### config.mk
export PLATFORM = sky130hd
export DESIGN_NAME = leading_normalizer
export DESIGN_NICKNAME = d
export VERILOG_FILES = /design/src/rtl/leading_normalizer.sv
export SDC_FILE = /design/constraint.sdc
export NUM_CORES = 1
export LEC_CHECK = 0
export BUFFER_PORTS_ARGS = -buffer_cell sky130_fd_sc_hd__buf_4
export CORE_MARGIN = 2
export CORE_UTILIZATION = 42
export CTS_BUF_LIST = sky130_fd_sc_hd__clkbuf_8 sky130_fd_sc_hd__clkbuf_16
export CTS_CLUSTER_SIZE = 25
export DETAILED_ROUTE_END_ITERATION = 12
export PLACE_DENSITY = 0.65
export SLEW_MARGIN = 20
export SYNTH_ARGS = -nofsm -noshare
export SYNTH_HDL_FRONTEND = slang
export SYNTH_SLANG_ARGS = --single-unit
### constraint.sdc
create_clock -name clk -period 2.5 [get_ports clk]
set_clock_uncertainty 0.15 [all_clocks]
set_input_delay 0.125 -clock clk [delete_from_list [all_inputs] [get_ports clk]]
set_output_delay 0.125 -clock clk [all_outputs]
set_load 0.02 [all_outputs]
### src/rtl/leading_normalizer.sv
// leading_normalizer: two-stage valid/ready pipeline that strips the run of
// leading BIT-valued bits from each word by shifting it left, refilling the
// vacated LSBs with BIT, and reports how many bits were removed.
// Stage 1 registers the word together with its leading-run count; stage 2
// holds the shifted result on the output ports.
module leading_normalizer #(
  parameter int   WIDTH       = 12,
  parameter logic BIT         = 1'b0,
  parameter int   COUNT_WIDTH = $clog2(WIDTH + 1)
) (
  input  logic                   clk,
  input  logic                   reset,
  input  logic                   inValid,
  output logic                   inReady,
  input  logic [WIDTH-1:0]       inVector,
  output logic                   outValid,
  input  logic                   outReady,
  output logic [WIDTH-1:0]       outVector,
  output logic [COUNT_WIDTH-1:0] outShift,
  output logic                   outAllLeading
);

  // Number of consecutive BIT-valued bits starting at the MSB (WIDTH if all).
  function automatic logic [COUNT_WIDTH-1:0] lead_count(input logic [WIDTH-1:0] v);
    logic [COUNT_WIDTH-1:0] c;
    logic                   run;
    c   = '0;
    run = 1'b1;
    for (int i = WIDTH - 1; i >= 0; i--) begin
      if (run && (v[i] == BIT)) begin
        c = c + 1'b1;
      end else begin
        run = 1'b0;
      end
    end
    return c;
  endfunction

  logic                   s1_valid_r;
  logic [WIDTH-1:0]       s1_vector_r;
  logic [COUNT_WIDTH-1:0] s1_count_r;
  logic                   s2_load_s;
  logic [WIDTH-1:0]       shifted_s;
  logic [WIDTH-1:0]       fill_s;
  logic [WIDTH-1:0]       next_vector_s;

  // Stage 2 can take a word when it is empty or its word leaves this edge;
  // stage 1 drains on the same condition, so inReady never looks at inValid.
  assign s2_load_s = !outValid || outReady;
  assign inReady   = !s1_valid_r || s2_load_s;

  // Left shift by the stage-1 count with the vacated LSBs filled with BIT;
  // a shift by WIDTH produces an all-fill word.
  always_comb begin
    shifted_s = s1_vector_r << s1_count_r;
    if (BIT == 1'b1) begin
      fill_s = ~({WIDTH{1'b1}} << s1_count_r);
    end else begin
      fill_s = '0;
    end
    next_vector_s = shifted_s | fill_s;
  end

  // Stage 1: capture the accepted word and its leading-run count.
  always_ff @(posedge clk or posedge reset) begin
    if (reset) begin
      s1_valid_r  <= 1'b0;
      s1_vector_r <= '0;
      s1_count_r  <= '0;
    end else if (inReady) begin
      s1_valid_r <= inValid;
      if (inValid) begin
        s1_vector_r <= inVector;
        s1_count_r  <= lead_count(inVector);
      end
    end
  end

  // Stage 2: registered outputs, held stable while the consumer stalls.
  always_ff @(posedge clk or posedge reset) begin
    if (reset) begin
      outValid      <= 1'b0;
      outVector     <= '0;
      outShift      <= '0;
      outAllLeading <= 1'b0;
    end else if (s2_load_s) begin
      outValid <= s1_valid_r;
      if (s1_valid_r) begin
        outVector     <= next_vector_s;
        outShift      <= s1_count_r;
        outAllLeading <= (s1_count_r == COUNT_WIDTH'(WIDTH));
      end
    end
  end

endmodule

==> run metrics <==
status=complete, but fails checks; failing checks=negative setup slack; Hold Crit Depth=3; delay of the slowest cell on the worst path=0.31 ns; CP endpoint kind=flop; gpl congestion=0.827; Post-Synthesis Cells=about 260; commonest non-fill, non-tap cells in the layout=buf_4 (81), nand2_1 (38), dfrtp_1 (35); Worst Reg2Reg Path Length in Cells=4; type of the worst setup path=in2reg; Worst Slack Setup Final=-1.48 ns; number of synthesized flops with an enable pin=0; Area growth syn-to-layout=39.9%; Synth async-reset ratio=100%; commonest non-fill, non-tap cell in the layout=buf_4; type of origin of the critical path=primary input; Sink Count=35; DR vias/cell=5.09; DRT iter0 DRCs=59; Synth cell types=46; Ant. Diodes=0; clk root buf=clkbuf_8; row cnt=27; GR peak layer=met2; clock tree buffer depth=2; Worst-path clk slew=0.07 ns; XOR/XNOR Fraction of Synth Area=approximately 3.3%; Post-Synth Adder-Cell Area=under 10%; # port buffers=34; WP data required=between 2 and 3 ns; largest family of logic cells by synthesized area=simple AND/OR/NAND/NOR gates; DP Wirelength=a little over 4 mm; max-slew violations=0; met1 usage=22.6%; final hold vios=0; placed insts=~400; Slew headroom=52.1%; worst min path class=in2reg; clk_lat worst skew=0.29 ns; register area share after synthesis=36.9%; post-synth net total=285; final std cells w/o fill=between 400 and 500; worst-path cell with the longest stage delay=o311a_1; crit path DAT=3.99 ns; grt met3 use=2.84%; drt first pass iters=4; Reg2Reg Capture Point=outVector[11]$_DFFE_PP0P_; DRT Wirelength=5.40 mm; min cycle time layout=3.98 ns; Most Frequent Cell on Critical Path=ha_1; Die Area=6270 um^2; Fmax=0.251 GHz; CTS tree=yes; Setup WS pre-CTS=-1.92 ns; VDD IR max=0.299 mV; met2 GRT Util=34.2%; r2r setup slk=between 0.4 and 0.5 ns; Routed WL per cell=12.9 um; die width=79.2 um; DRC=0; Synth Area per Inst=9.09 um^2; post-synthesis cell area=2370 um^2; Ys Warns=0; CP Launch Point=inVector[10]; IO Count=35; die height=79.2 um; DRT antenna net count=0; Final period util=159%; Static Leakage=around 1.5 nW; # setup viols final=3; layout cells sized above 1=38.6%; initial antenna violation count=0; post-synthesis register bit count=35; area of the core=5470 um^2; number of global-route vias before repair=between 2k and 2.5k; Worst-Margin Slew=0.717 ns; unrepaired setup endpoints after global routing=true; final setup TNS=-4.13 ns; reg2reg start=s1_count_r[1]$_DFFE_PP0P_; CTS buffer count=5; Critical Path Fanout Max=3; mux share of post-synthesis cell area=16.9%; post-synthesis compound-gate area fraction=15.7%; Final nets=370; power per cell area=564 nW/um^2; pin count of the biggest net entering global routing=25; Max-cap violations=0; CTS H-Tree Depth=2; gr usage total=about a fifth; Worst Min Path Start=outReady; total congestion overflow=0; hold path endpoint=outValid$_DFFE_PP0P_; initial core utilization=43.3%; first-pass GRT wire length=9.43 mm; Post-synth top flop=dfrtp_1; simple-gate share of the synthesized area=19.0%; Vias=between 2k and 2.5k
==> cell type report <==
cell class / instances / area [um^2]
inverters: 8 / 35.0
clock buffers: 7 / 96.3
fillers: 510 / 2150
multi-input cells: 205 / 1500
clock inverters: 1 / 3.75
flip-flops and latches: 35 / 876
well taps: 72 / 90.1
repair buffers: 91 / 718
==> repair_timing <==
item	CTS	global route
hold buffers	5	0
setup endpoints to repair	3	3
buffers inserted	10	4
pin swaps	24	18
resized for setup	14	8
endpoints found under the hold margin	22	0
==> power by group <==
part / switching [mW] / internal (mW) / total (mW)
logic: 0.338 / 0.353 / 0.691
clock network: 0.191 / 0.247 / 0.438
registers: 0.0782 / 0.666 / 0.744
==> metrics by stage <==
stage          power (mW)  hold WS [ns]  cell area (um^2)  utilization (%)
5_1_grt              1.99        0.0378              3320             60.6
2_1_floorplan        1.14        0.0834              2420                -
4_1_cts              1.87        0.0286              3270             59.8
3_5_place_dp         1.39         0.123              3000             54.8
3_3_place_gp         1.38         0.122              3000             54.8
6_report             1.87        0.0296              3320             60.6
==> sequential cells by signal, summed over array words and instances, names as in the netlist <==
register / count
outShift: 4
s1_vector_r: 12
s1_valid_r: 1
outAllLeading: 1
outVector: 12
outValid: 1
s1_count_r: 4
==> synthesized netlist by cell type (2+ instances only) <==
library cell  instances  area share, %
mux2_2               18            8.5
xnor2_1               5            1.8
xor2_1                4            1.5
a211oi_1              5            1.6
mux2i_1              13            5.5
a21boi_0              2           0.63
inv_1                 8            1.3
o21ai_1               3           0.63
nand2_1              38            6.0
dfrtp_1              35             37
mux4_2                3            2.8
nor2b_1               7            1.8
clkbuf_1             10            1.6
a21oi_1              10            2.1
nand2b_1              6            1.6
nand3_1               2           0.42
a21o_1                4            1.3
nor2_1               26            4.1
nor3_1                4           0.84
o21ai_0              22            4.6
o32ai_1               2           0.74
o31ai_1               2           0.63
ha_1                  8            4.2
buf_6                 2           0.95
==> worst max-delay path, delay by kind of cell <==
kind            cells  cell delay [ns]
compound gates     10             1.43
xor+xnor            3             0.41
fa+ha+maj           4             1.04
buf+inv             2             0.15
mux                 3             0.46
simple gates        4             0.37
==> cells by family after synthesis <==
family	Yosys count
AND/OR/NAND/NOR	94
AO/OA/AOI/OAI	60
flip-flops	35
multiplexers	34
buffers and inverters	21
XOR/XNOR	9
adder cells (fa/ha/maj)	8
==> how the worst max path moves through the flow <==
stage	endpoint	cells after the start
after CTS	s1_count_r[3]$_DFFE_PP0P_	26
after global routing	s1_count_r[3]$_DFFE_PP0P_	26
after floorplan	s1_count_r[3]$_DFFE_PP0P_	25
after global placement	s1_count_r[3]$_DFFE_PP0P_	26
final	s1_count_r[3]$_DFFE_PP0P_	26
after detailed placement	s1_count_r[3]$_DFFE_PP0P_	26
==> routing by layer <==
metal | wire (um) | vias to the layer above
li1 | - | 1102
met1 | 2360 | 986
met2 | 2750 | 35
met3 | 196 | 8
met4 | 94 | 0
met5 | 0 | -
(Power assumes the default switching activity.)
